**src/rtl/cell_processor_pipe_pkg.sv**
```systemverilog
// Shared types and constants for the pipelined cell processor.
// Opcode encoding: everything above OP_AVG is illegal.
package cell_processor_pipe_pkg;

  localparam int CH_W_DEF   = 8;
  localparam int CH_NUM_DEF = 3;
  localparam int CELL_N_DEF = 3;
  localparam int OP_W_DEF   = 4;

  typedef enum logic [3:0] {
    OP_ADD   = 4'd0,
    OP_ADDI  = 4'd1,
    OP_SUB   = 4'd2,
    OP_SUBI  = 4'd3,
    OP_MULT  = 4'd4,
    OP_MULTI = 4'd5,
    OP_DIV2  = 4'd6,
    OP_INV   = 4'd7,
    OP_AND   = 4'd8,
    OP_OR    = 4'd9,
    OP_NOR   = 4'd10,
    OP_AVG   = 4'd11
  } opcodes_t;

  typedef logic [CH_W_DEF-1:0] chan_t;
  typedef logic [CH_NUM_DEF*CH_W_DEF-1:0] pixel_t;
  typedef logic [CELL_N_DEF*CELL_N_DEF*CH_NUM_DEF*CH_W_DEF-1:0] cell_t;

  function automatic int ctr_idx(input int n);
    return (n * n - 1) / 2;
  endfunction

  function automatic int avg_div(input int n);
    return n * n;
  endfunction

endpackage

```
**src/rtl/cell_processor_pipe_alu.sv**
```systemverilog
// One colour channel of stage 1: centre-pixel operation plus
// full-cell sum for averaging. Purely combinational.
module cell_channel_alu
  import cell_processor_pipe_pkg::*;
#(
  parameter int CH_W   = CH_W_DEF,
  parameter int CELL_N = CELL_N_DEF,
  parameter int OP_W   = OP_W_DEF,
  parameter int SUM_W  = CH_W + $clog2(CELL_N * CELL_N)
) (
  input  logic [OP_W-1:0]             op,
  input  logic [CELL_N*CELL_N*CH_W-1:0] col_a,
  input  logic [CH_W-1:0]             b,
  input  logic [CH_W-1:0]             imm,
  output logic [2*CH_W-1:0]           wide,
  output logic [SUM_W-1:0]            sum
);

  localparam int N2  = CELL_N * CELL_N;
  localparam int CTR = ctr_idx(CELL_N);
  localparam int WW  = 2 * CH_W;

  opcodes_t        opc;
  logic [CH_W-1:0] a;
  logic [CH_W-1:0] opnd;
  logic [CH_W:0]   add_r;
  logic [CH_W:0]   sub_r;
  logic [WW-1:0]   prod;

  always_comb begin
    opc   = opcodes_t'(op);
    a     = col_a[CTR*CH_W +: CH_W];
    opnd  = (opc == OP_ADDI || opc == OP_SUBI || opc == OP_MULTI)
            ? imm : b;
    add_r = {1'b0, a} + {1'b0, opnd};
    sub_r = {1'b0, a} - {1'b0, opnd};
    prod  = WW'(a) * WW'(opnd);
    wide  = '0;
    unique case (opc)
      OP_ADD, OP_ADDI:   wide = {{(CH_W-1){1'b0}}, add_r};
      OP_SUB, OP_SUBI:   wide = {{(CH_W-1){1'b0}}, sub_r};
      OP_MULT, OP_MULTI: wide = prod;
      OP_DIV2:           wide = {{CH_W{1'b0}}, a >> 1};
      OP_INV:            wide = {{CH_W{1'b0}}, ~a};
      OP_AND:            wide = {{CH_W{1'b0}}, a & b};
      OP_OR:             wide = {{CH_W{1'b0}}, a | b};
      OP_NOR:            wide = {{CH_W{1'b0}}, ~(a | b)};
      default:           wide = '0;
    endcase
  end

  // Sum is kept wide enough that averaging never overflows.
  always_comb begin
    sum = '0;
    for (int k = 0; k < N2; k++)
      sum = sum + SUM_W'(col_a[k*CH_W +: CH_W]);
  end

endmodule

```
**src/rtl/cell_processor_pipe.sv**
```systemverilog
// Two-stage valid/ready cell processor emitting one centre pixel per beat.
// Define SATURATE_EN to clamp ADD/ADDI/SUB/SUBI instead of wrapping.
module cell_processor_pipe
  import cell_processor_pipe_pkg::*;
#(
  parameter int CH_W   = CH_W_DEF,
  parameter int CH_NUM = CH_NUM_DEF,
  parameter int CELL_N = CELL_N_DEF,
  parameter int OP_W   = OP_W_DEF
) (
  input  logic                                clk,
  input  logic                                reset,
  input  logic                                in_valid,
  output logic                                in_ready,
  input  logic [OP_W-1:0]                     in_op,
  input  logic [CELL_N*CELL_N*CH_NUM*CH_W-1:0] in_cell_a,
  input  logic [CELL_N*CELL_N*CH_NUM*CH_W-1:0] in_cell_b,
  input  logic [CH_W-1:0]                     in_imm,
  output logic                                out_valid,
  input  logic                                out_ready,
  output logic [CH_NUM*CH_W-1:0]              out_pixel,
  output logic                                out_err
);

  localparam int N2    = CELL_N * CELL_N;
  localparam int CTR   = ctr_idx(CELL_N);
  localparam int PIX_W = CH_NUM * CH_W;
  localparam int WW    = 2 * CH_W;
  localparam int SUM_W = CH_W + $clog2(N2);
  localparam logic [SUM_W-1:0] DIV    = SUM_W'(avg_div(CELL_N));
  localparam logic [OP_W-1:0]  OP_MAX = OP_W'(OP_AVG);

  logic                    s1_valid_q, s1_valid_d;
  logic [OP_W-1:0]         s1_op_q, s1_op_d;
  logic                    s1_err_q, s1_err_d;
  logic [PIX_W-1:0]        s1_actr_q, s1_actr_d;
  logic [CH_NUM*WW-1:0]    s1_wide_q, s1_wide_d;
  logic [CH_NUM*SUM_W-1:0] s1_sum_q, s1_sum_d;
  logic                    s2_valid_q, s2_valid_d;
  logic [PIX_W-1:0]        s2_pix_q, s2_pix_d;
  logic                    s2_err_q, s2_err_d;

  logic                    s1_adv;
  logic                    accept;
  logic [CH_NUM*WW-1:0]    alu_wide;
  logic [CH_NUM*SUM_W-1:0] alu_sum;
  logic [PIX_W-1:0]        res_pix;
  logic [WW-1:0]           w;
  logic [CH_W-1:0]         ch;
  logic                    unused_b;

  assign unused_b  = ^in_cell_b;
  assign s1_adv    = !s2_valid_q || out_ready;
  assign in_ready  = !reset && (!s1_valid_q || s1_adv);
  assign accept    = in_valid && in_ready;
  assign out_valid = s2_valid_q;
  assign out_pixel = s2_pix_q;
  assign out_err   = s2_err_q;

  for (genvar c = 0; c < CH_NUM; c++) begin : g_ch
    logic [N2*CH_W-1:0] col;

    always_comb begin
      col = '0;
      for (int k = 0; k < N2; k++)
        col[k*CH_W +: CH_W] = in_cell_a[(k*CH_NUM+c)*CH_W +: CH_W];
    end

    cell_channel_alu #(
      .CH_W  (CH_W),
      .CELL_N(CELL_N),
      .OP_W  (OP_W),
      .SUM_W (SUM_W)
    ) u_alu (
      .op   (in_op),
      .col_a(col),
      .b    (in_cell_b[(CTR*CH_NUM+c)*CH_W +: CH_W]),
      .imm  (in_imm),
      .wide (alu_wide[c*WW +: WW]),
      .sum  (alu_sum[c*SUM_W +: SUM_W])
    );
  end

  always_comb begin
    s1_valid_d = s1_valid_q;
    s1_op_d    = s1_op_q;
    s1_err_d   = s1_err_q;
    s1_actr_d  = s1_actr_q;
    s1_wide_d  = s1_wide_q;
    s1_sum_d   = s1_sum_q;
    if (s1_adv)
      s1_valid_d = 1'b0;
    if (accept) begin
      s1_valid_d = 1'b1;
      s1_op_d    = in_op;
      s1_err_d   = in_op > OP_MAX;
      s1_actr_d  = in_cell_a[CTR*PIX_W +: PIX_W];
      s1_wide_d  = alu_wide;
      s1_sum_d   = alu_sum;
    end
  end

  // Stage 2: narrow each channel back to CH_W bits.
  always_comb begin
    res_pix = '0;
    w       = '0;
    ch      = '0;
    for (int c = 0; c < CH_NUM; c++) begin
      w  = s1_wide_q[c*WW +: WW];
      ch = w[CH_W-1:0];
      unique case (opcodes_t'(s1_op_q))
`ifdef SATURATE_EN
        OP_ADD, OP_ADDI: if (w[CH_W]) ch = '1;
        OP_SUB, OP_SUBI: if (w[CH_W]) ch = '0;
`endif
        OP_MULT, OP_MULTI: ch = w[WW-1:CH_W];
        OP_AVG: ch = CH_W'(s1_sum_q[c*SUM_W +: SUM_W] / DIV);
        default: ;
      endcase
      res_pix[c*CH_W +: CH_W] = ch;
    end
    if (s1_err_q)
      res_pix = s1_actr_q;
  end

  always_comb begin
    s2_valid_d = s2_valid_q;
    s2_pix_d   = s2_pix_q;
    s2_err_d   = s2_err_q;
    if (s1_adv) begin
      s2_valid_d = s1_valid_q;
      if (s1_valid_q) begin
        s2_pix_d = res_pix;
        s2_err_d = s1_err_q;
      end
    end
  end

  always_ff @(posedge clk) begin
    if (reset) begin
      s1_valid_q <= 1'b0;
      s1_op_q    <= '0;
      s1_err_q   <= 1'b0;
      s1_actr_q  <= '0;
      s1_wide_q  <= '0;
      s1_sum_q   <= '0;
      s2_valid_q <= 1'b0;
      s2_pix_q   <= '0;
      s2_err_q   <= 1'b0;
    end else begin
      s1_valid_q <= s1_valid_d;
      s1_op_q    <= s1_op_d;
      s1_err_q   <= s1_err_d;
      s1_actr_q  <= s1_actr_d;
      s1_wide_q  <= s1_wide_d;
      s1_sum_q   <= s1_sum_d;
      s2_valid_q <= s2_valid_d;
      s2_pix_q   <= s2_pix_d;
      s2_err_q   <= s2_err_d;
    end
  end

endmodule
```
**config.mk**
```make
export PLATFORM = sky130hd
export DESIGN_NAME = cell_processor_pipe
export DESIGN_NICKNAME = d
export VERILOG_FILES = /design/src/rtl/cell_processor_pipe_pkg.sv /design/src/rtl/cell_processor_pipe_alu.sv /design/src/rtl/cell_processor_pipe.sv
export SDC_FILE = /design/constraint.sdc
export NUM_CORES = 1
export LEC_CHECK = 0
export ABC_AREA = 1
export BUFFER_PORTS_ARGS = -buffer_cell sky130_fd_sc_hd__buf_4
export CAP_MARGIN = 25
export CORE_AREA = 2 2 204 206
export DETAILED_ROUTE_END_ITERATION = 12
export DIE_AREA = 0 0 206 208
export GPL_TIMING_DRIVEN = 1
export PLACE_DENSITY = 0.8
export RECOVER_POWER = 25
export REMOVE_ABC_BUFFERS = 1
export SYNTH_ARGS = -nofsm -noshare
export SYNTH_HDL_FRONTEND = slang
export SYNTH_SLANG_ARGS = --single-unit
```
**constraint.sdc**
```tcl
create_clock -name clk -period 6.5 [get_ports clk]
set_input_delay 0.325 -clock clk [delete_from_list [all_inputs] [get_ports clk]]
set_output_delay 0.325 -clock clk [all_outputs]
set_load 0.05 [all_outputs]
```
==> reports/metrics.cfg, run 1 <==
[outcome]
failing_checks = capacitance limit, slew limit
outcome = finished, violations left

[setup_path]
worst_path_largest_cell_delay_ns = 0.53
worst-endpoint-arrival_ns = 6.19
worst-path-max-fanout = 25
crit_path_end_kind = flip-flop
critPathSlowestCell = fa_1
worst_ep_required_time_ns = 6.83
regToRegEndpoint = out_pixel[0]
crit_end = s1_wide_q[14]
worstRegToRegCells = 43
critical_r2r_launch = s1_sum_q[8]
criticalPathCategory = in2reg
timing.critical_path.mode_cell = inv_1
ff2ff_setup_slack_ns = 1.75
critical_path.startpoint = in_op[2]
startpoint_type = input port

[sta]
fmax_mhz = 171
post-route-min-period_ns = 5.86
min_period_over_period = 0.902
finalClockSkew_ns = 0.0107
grt_setup_unrepaired = false
final.setup.tns_ns = 0
setup_viol = 0
worst-slew-pin-transition_ns = 3.23
relSlewSlack = -1.16
report.final.hold_viol_count = 0
slew_violations = 97
worst_hold_slack_ns = 0.128

[global_routing]
grt_pass1_wl_mm = 99.6
maximum_number_of_pins_on_one_net_before_global_route_repair = 98
globalRouteOverflowTotal = 0
grt_util_all_layers = 0.291
vias_in_the_first_global_route = 20500
grt_antenna_before_repair = 4

[job]
max_cap_violations = 2

[cells_and_area]
area_growth_syn_to_layout_pct = 14.6
post_layout_util = 0.626
net_count_reported_at_finish = 4254
post_route_cells_drive_above_1_share = 0.147
fillers = 3644

[yosys]
ys_warnings = 0
yosysTopAreaCell = fa_1
synthDominantCellAreaShare = 0.230
synth-seq-area-share = 0.126
mapped_cells = 3085
count_of_state_elements_after_synthesis = 140
synth.area.top_cells = fa_1, dfxtp_1, ha_1, inv_1, nand2_1
yosysUniqueCellTypes = 59
syn-cell-area_um2 = 22200
postSynthAreaPerCell_um2 = 7.18

[placement]
gpl.final_weighted_congestion = 0.958
dp.final_hpwl_mm = 48.2
place.port_buffers = 282

[die]
io-pin-count = 475
fp.dieArea_um2 = 42800
fp.coreArea_um2 = 40600
die_x_um = 206
fp.dieH_um = 208
site_rows = 74
starting_density_of_the_core = 0.547

[drt]
dr.pass1.iters = 6
average_detailed_routed_wire_length_per_instance_um = 15.6
detail_route.wirelength_mm = 60.9
vias_after_detailed_routing = 20900
detail_route.vias_per_cell = 5.37
drc = 0
drt-initial-drc-count = 1465
antenna_violating_nets_left = 0

[hold_path]
holdCritPathClass = in2reg

[clocking]
worst_skew_late_latency_ns = 0.46
clkSlewWorstSetupHoldPaths_ns = 0.06
clk_root_buffer_cell = clkbuf_16
cts.sink_count = 140
post-cts-setup-buffer-count = 0
ctsResizeCount = 0
cts-root-to-sink-buffers = 2
htree_levels = 4
tritoncts_clock_tree = done
numCtsBuffers = 17
hold_buffers = 0

[layout make-up]
type,count,area (µm²),area share
multi-input combinational,2197,16500,0.651
sequential,140,2800,0.110
clock buffer,18,439,0.0173
inverter,664,2510,0.0990
antenna,3,7.51,0.000296
timing repair buffer,324,2330,0.0920
clock inverter,14,111,0.00439
tap,532,666,0.0262
[sequential cells by signal, summed over array words and instances (netlist names)]
| name | count |
|---|---|
| s1_err_q | 1 |
| out_err | 1 |
| s1_wide_q | 48 |
| s1_op_q | 4 |
| s1_valid_q | 1 |
| out_pixel | 24 |
| s1_actr_q | 24 |
| out_valid | 1 |
| s1_sum_q | 36 |
[cell usage after synthesis, drive strengths merged]
library cell	number
nand3b	11
or2	7
buf	13
o31ai	19
a2111oi	4
nor3b	3
nor2	277
a21boi	7
o2111ai	6
a21oi	163
nor4	1
and2	1
a31o	1
o22ai	9
a22oi	13
nand2	644
o211ai	8
o32ai	6
o221ai	8
ha	207
clkinv	20
a211oi	11
xor2	51
inv	644
a221oi	11
nand3	152
a221o	3
a31oi	20
o21bai	12
nor3	30
dfxtp	140
xnor2	17
a22o	1
mux2i	1
fa	255
a32o	3
clkbuf	71
nand4	37
o21ai	198
[worst max-delay path: cells and delay by family]
family / cells / cell delay, ns
fa+ha+maj: 5 / 1.87
compound gates: 10 / 1.56
simple gates: 13 / 1.23
buf+inv: 12 / 1.21
[cells by family after synthesis]
family,Yosys count,share of synthesized area
buffers and inverters,748,0.129
multiplexers,1,0.000452
adder cells (fa/ha/maj),462,0.347
XOR/XNOR,68,0.0269
AO/OA/AOI/OAI,503,0.132
AND/OR/NAND/NOR,1163,0.238
flip-flops,140,0.126
[stage by stage]
stage	area [µm²]	setup WS [ns]	instances
2_1_floorplan	21800	0.0580	3001
3_3_place_gp	24900	0.398	3856
3_5_place_dp	24900	0.283	3857
4_1_cts	25500	0.717	3889
5_1_grt	25400	0.0389	3892
6_report	25400	0.637	3892
[per-layer routing]
metal | part of all wire | up-vias | track usage
li1 | - | 10300 | -
met3 | 0.093 | 136 | 0.0755
met2 | 0.45 | 766 | 0.468
met4 | 0.033 | 2 | 0.104
met1 | 0.42 | 9741 | 0.376
met5 | 0.00021 | - | 0
[worst min-delay path by stage]
stage / start / end / slack [ns] / cells past startpoint
after floorplan: reset / out_pixel[16] / 0.39 / 1
after global placement: s1_wide_q[19] / s1_wide_q[19] / 0.45 / 2
after detailed placement: out_pixel[20] / out_pixel[20] / 0.46 / 2
after CTS: in_op[2] / s1_op_q[2] / 0.12 / 3
after global routing: in_op[2] / s1_op_q[2] / 0.15 / 3
final: in_op[2] / s1_op_q[2] / 0.13 / 3
[cell usage in the layout (no fill, tap or decap), types with 7 or more instances in the layout]
master	instances
inv_2	25
nand2_1	562
xor2_1	51
o31ai_1	19
o221ai_1	8
dfxtp_1	140
nand4_2	8
nand2_2	61
nor2_1	267
inv_1	616
a221oi_1	11
clkinv_1	15
clkbuf_1	28
buf_4	295
nand3_1	135
nand2_4	21
xnor2_1	17
fa_1	255
clkbuf_16	17
nand4_1	29
ha_1	207
a21oi_1	159
a31oi_1	20
a21boi_0	7
o22ai_1	9
a22oi_1	13
nand3_2	14
o21ai_1	31
o211ai_1	8
nor3_1	28
o21bai_1	12
o21ai_0	165
nand3b_1	11
a211oi_1	11
Power of run 1 is left out: the tool's default activity adds up to more than one toggle a clock period on the data nets, which glitch-free logic cannot reach.
==> inputs of run 2 (changes only) <==
BUFFER_PORTS_ARGS = not set   (was -buffer_cell sky130_fd_sc_hd__buf_4)
DONT_BUFFER_PORTS = 1   (was not set)
PLACE_DENSITY = 0.7   (was 0.8)
==> reports/metrics.cfg, run 2 (synthesis results as in run 1) <==
[placement]
pre_cts_slack_ns = 0.320  ; was 0.283 ns
dp.final_hpwl_mm = 49.1  ; was 48.2 mm
gpl.final_weighted_congestion = 0.925  ; was 0.958
place.port_buffers = 0  ; was 282

[setup_path]
crit_path_end_kind = flip-flop  ; unchanged
criticalPathCategory = in2reg  ; unchanged
worst-endpoint-arrival_ns = 6.16  ; was 6.19 ns
worst-path-max-fanout = 11  ; was 25
worst_ep_required_time_ns = 6.80  ; was 6.83 ns
critPathSlowestCell = fa_1  ; unchanged
startpoint_type = input port  ; unchanged
regToRegEndpoint = s1_wide_q[31]  ; was out_pixel[0]
worstRegToRegCells = 10  ; was 43
timing.critical_path.mode_cell = nor2_1  ; was inv_1
ff2ff_setup_slack_ns = 1.10  ; was 1.75 ns
critical_r2r_launch = out_valid  ; was s1_sum_q[8]
worst_path_largest_cell_delay_ns = 0.55  ; was 0.53 ns

[clocking]
cts-root-to-sink-buffers = 2  ; unchanged
cts.sink_count = 140  ; unchanged
htree_levels = 4  ; unchanged
tritoncts_clock_tree = done  ; unchanged
worst_skew_late_latency_ns = 0.44  ; was 0.46 ns
clk_root_buffer_cell = clkbuf_16  ; unchanged
numCtsBuffers = 17  ; unchanged
clkSlewWorstSetupHoldPaths_ns = 0.07  ; was 0.06 ns

[die]
fp.dieH_um = 208  ; unchanged
die_x_um = 206  ; unchanged
fp.coreArea_um2 = 40600  ; unchanged
site_rows = 74  ; unchanged
starting_density_of_the_core = 0.547  ; unchanged
fp.dieArea_um2 = 42800  ; unchanged
io-pin-count = 475  ; unchanged

[cells_and_area]
reg.largest.list = s1_wide_q (48), s1_sum_q (36)  ; unchanged
net_count_reported_at_finish = 3973  ; was 4,254
area_growth_syn_to_layout_pct = 5.70  ; was 14.6%
leading_cell_types_in_the_layout_fill_and_taps_excluded = inv_1, nand2_1, nor2_1  ; was inv_1, nand2_1, buf_4
post_route_cells_drive_above_1_share = 0.0774  ; was 0.147
max_ffs_per_register = 48  ; unchanged
final_common_cell = inv_1  ; unchanged
largest_register = s1_wide_q  ; unchanged

[global_routing]
maximum_number_of_pins_on_one_net_before_global_route_repair = 99  ; was 98
vias_in_the_first_global_route = 19700  ; was 20,500
grt_antenna_before_repair = 5  ; was 4
grt_pass1_wl_mm = 100  ; was 99.6 mm
globalRouteOverflowTotal = 0  ; unchanged
grt_util_all_layers = 0.295  ; was 0.291

[hold_path]
worstHoldPathCells = 2  ; was 3
holdCritPathClass = in2reg  ; unchanged
hold_path.startpoint = in_op[2]  ; unchanged
timing.hold.worst_endpoint = s1_op_q[2]  ; unchanged

[sta]
worst-slew-pin-transition_ns = 3.13  ; was 3.23 ns
slew_violations = 95  ; was 97
grt_setup_unrepaired = false  ; unchanged
setup_viol = 0  ; unchanged
worst_hold_slack_ns = 0.0317  ; was 0.128 ns
finalWorstSetupSlack_ns = 0.640  ; was 0.637 ns
post-route-min-period_ns = 5.86  ; about the same
min_period_over_period = 0.902  ; about the same
report.final.hold_viol_count = 0  ; unchanged
finalClockSkew_ns = 0.0142  ; was 0.0107 ns
final.setup.tns_ns = 0  ; unchanged
fmax_mhz = 171  ; about the same
relSlewSlack = -1.09  ; was -1.16

[outcome]
outcome = finished, violations left  ; unchanged
failing_checks = capacitance limit, slew limit  ; unchanged

[drt]
dr.pass1.iters = 7  ; was 6
antenna_violating_nets_left = 0  ; unchanged
detail_route.vias_per_cell = 5.53  ; was 5.37
detail_route.wirelength_mm = 62.0  ; was 60.9 mm
average_detailed_routed_wire_length_per_instance_um = 17.2  ; was 15.6 µm
vias_after_detailed_routing = 20000  ; was 20,900
drt-initial-drc-count = 1549  ; was 1,465
drc = 0  ; unchanged

[job]
max_cap_violations = 2  ; unchanged

==> run 2: cell count changes in the layout (fill, tap and decap cells not counted), moves of 2 or more <==
| cell | change |
|---|---|
| buf_4 | -258 |
| clkbuf_1 | -26 |
| clkinv_2 | -3 |
| clkinvlp_4 | -2 |
| inv_6 | +5 |
==> run 2: area by class of cell <==
class / instances / area [µm²]
multi-input combinational: 2197 / 16500
inverter: 664 / 2510
clock buffer: 18 / 429
timing repair buffer: 43 / 365
fill: 3820 / 17100
clock inverter: 14 / 124
sequential: 140 / 2800
antenna: 4 / 10.0
tap: 532 / 666
==> run 2: worst max path at each step <==
stage	from	to	slack (ns)	cells after the start
after floorplan	in_op[2]	s1_wide_q[47]	0.06	36
after global placement	in_op[2]	s1_wide_q[47]	0.37	38
after detailed placement	in_op[2]	s1_wide_q[47]	0.32	38
after CTS	in_op[2]	s1_wide_q[47]	0.75	38
after global routing	in_op[2]	s1_wide_q[30]	0.21	39
final	in_op[2]	s1_wide_q[47]	0.64	38
==> run 2: metal layers <==
metal	up-vias	global-route usage	wire, µm
li1	9694	-	-
met1	9448	0.399	26300
met2	735	0.478	28500
met3	90	0.0612	5760
met4	0	0.0798	1460
met5	-	0	0
==> run 2: metrics by stage <==
stage	std cells	instance area, µm²	utilization
after floorplan	3001	21800	-
after global placement	3571	22800	0.562
after detailed placement	3574	22800	0.563
after CTS	3608	23400	0.578
after global routing	3611	23400	0.578
final	3612	23400	0.578
==> run 2: critical path: cells and delay by family <==
family / cells / cell delay, ns
buffers and inverters: 9 / 1.12
AO/OA/AOI/OAI: 8 / 1.17
AND/OR/NAND/NOR: 16 / 1.31
adder cells (fa/ha/maj): 5 / 2.25
==> run 2: what timing repair did <==
action / CTS / global route
buffers inserted: 0 / 0
endpoints found under the hold margin: 80 / 0
hold buffers: 2 / 0
resized for setup: 0 / 0
endpoints found under the setup margin: 0 / 0
Power of run 2 is left out for the same reason.
==> inputs of run 3 (changes only) <==
PLACE_DENSITY = 0.72   (was 0.7)
==> reports/metrics.cfg, run 3 (synthesis results as in run 1) <==
[setup_path]
critical_r2r_launch = out_valid  ; unchanged
startpoint_type = input port  ; unchanged
criticalPathCategory = in2reg  ; unchanged
critPathSlowestCell = fa_1  ; unchanged
crit_path_end_kind = flip-flop  ; unchanged
worst_ep_required_time_ns = 6.81  ; was 6.80 ns
worst_path_largest_cell_delay_ns = 0.56  ; was 0.55 ns
critical_path.startpoint = in_op[2]  ; unchanged
timing.critical_path.mode_cell = nor2_1  ; unchanged
worst-path-max-fanout = 10  ; was 11
worst-endpoint-arrival_ns = 6.21  ; was 6.16 ns

[die]
starting_density_of_the_core = 0.547  ; unchanged
die_x_um = 206  ; unchanged
io-pin-count = 475  ; unchanged
fp.coreArea_um2 = 40600  ; unchanged
site_rows = 74  ; unchanged
fp.dieArea_um2 = 42800  ; unchanged
fp.dieH_um = 208  ; unchanged

[sta]
fmax_mhz = 170  ; was 171 MHz
post-route-min-period_ns = 5.90  ; was 5.86 ns
finalClockSkew_ns = 0.0124  ; was 0.0142 ns
setup_viol = 0  ; unchanged
report.final.hold_viol_count = 0  ; unchanged
final.setup.tns_ns = 0  ; unchanged
worst-slew-pin-transition_ns = 3.21  ; was 3.13 ns
finalWorstSetupSlack_ns = 0.604  ; was 0.640 ns
relSlewSlack = -1.14  ; was -1.09
grt_setup_unrepaired = false  ; unchanged
slew_violations = 95  ; unchanged
min_period_over_period = 0.907  ; was 0.902

[drt]
vias_after_detailed_routing = 20200  ; was 20,000
detail_route.wirelength_mm = 63.4  ; was 62.0 mm
drt-initial-drc-count = 1527  ; was 1,549
dr.pass1.iters = 6  ; was 7
average_detailed_routed_wire_length_per_instance_um = 17.5  ; was 17.2 µm
antenna_violating_nets_left = 0  ; unchanged
detail_route.vias_per_cell = 5.59  ; was 5.53
drc = 0  ; unchanged

[global_routing]
grt_antenna_before_repair = 5  ; unchanged
globalRouteOverflowTotal = 0  ; unchanged
grt_pass1_wl_mm = 102  ; was 100 mm
maximum_number_of_pins_on_one_net_before_global_route_repair = 81  ; was 99
grt_util_all_layers = 0.302  ; was 0.295
vias_in_the_first_global_route = 20200  ; was 19,700

[clocking]
htree_levels = 4  ; unchanged
tritoncts_clock_tree = done  ; unchanged
clkSlewWorstSetupHoldPaths_ns = 0.07  ; about the same
cts-root-to-sink-buffers = 2  ; unchanged
cts.sink_count = 140  ; unchanged
worst_skew_late_latency_ns = 0.45  ; was 0.44 ns
clk_root_buffer_cell = clkbuf_16  ; unchanged
numCtsBuffers = 17  ; unchanged

[job]
max_cap_violations = 2  ; unchanged

[hold_path]
holdCritPathClass = in2reg  ; unchanged
hold_path.startpoint = in_op[2]  ; unchanged

[outcome]
outcome = finished, violations left  ; unchanged
failing_checks = capacitance limit, slew limit  ; unchanged

[cells_and_area]
fillers = 3820  ; unchanged
net_count_reported_at_finish = 3974  ; was 3,973
largest_register = s1_wide_q  ; unchanged
final_common_cell = inv_1  ; unchanged
leading_cell_types_in_the_layout_fill_and_taps_excluded = inv_1, nand2_1, nor2_1  ; unchanged
area_growth_syn_to_layout_pct = 5.88  ; was 5.70%
reg.largest.list = s1_wide_q (48), s1_sum_q (36)  ; unchanged
post_route_cells_drive_above_1_share = 0.0780  ; was 0.0774
max_ffs_per_register = 48  ; unchanged

[placement]
gpl.final_weighted_congestion = 0.974  ; was 0.925
place.port_buffers = 0  ; unchanged
dp.final_hpwl_mm = 50.0  ; was 49.1 mm
pre_cts_slack_ns = 0.336  ; was 0.320 ns

## run 3: cell count changes in the layout (fill, tap and decap cells not counted), sizes merged
cell	change
clkinv	+3
clkinvlp	-3
diode	+2
buf	+1
## run 3: stage by stage
step                instances  hold WS, ns  utilization  instance area, µm²
floorplan                3001        0.387            -               21800
global placement         3573        0.401        0.562               22800
detailed placement       3575        0.402        0.563               22800
CTS                      3609       0.0218        0.578               23500
global route             3612       0.0575        0.578               23500
finish                   3615       0.0256        0.579               23500
## run 3: routing by layer
layer | wire, µm | track usage | part of all wire | vias to the layer above
met5 | 0 | 0 | 0 | -
li1 | - | - | - | 9710
met1 | 25500 | 0.387 | 0.40 | 9629
met4 | 1980 | 0.0966 | 0.031 | 0
met2 | 29300 | 0.497 | 0.46 | 725
met3 | 6650 | 0.0769 | 0.10 | 127
## run 3: critical path, delay by kind of cell
family	cells	cell delay, ns
compound gates	8	1.16
fa+ha+maj	5	2.26
buf+inv	9	1.12
simple gates	16	1.34
## run 3: worst paths after layout
kind / endpoint / slack [ns] / depth (start not counted)
hold / removal: s1_op_q[2] / 0.03 / 2
setup reg to reg: s1_wide_q[47] / 0.74 / 10
hold reg to reg: s1_wide_q[7] / 0.47 / 2
setup / recovery: s1_wide_q[47] / 0.60 / 38
## run 3: timing repair
action,in CTS,in global routing
endpoints found under the hold margin,80,0
buffers inserted,0,0
gates resized for setup,0,0
hold buffers,2,0
## run 3: area by class of cell
| type | instances | area, µm² | area share |
|---|---|---|---|
| multi-input combinational | 2197 | 16500 | 0.704 |
| clock inverter | 14 | 148 | 0.00629 |
| sequential | 140 | 2800 | 0.119 |
| timing repair buffer | 44 | 365 | 0.0156 |
| tap | 532 | 666 | 0.0284 |
| antenna | 6 | 15.0 | 0.000640 |
| inverter | 664 | 2510 | 0.107 |
| clock buffer | 18 | 439 | 0.0187 |
Power of run 3 is left out for the same reason.
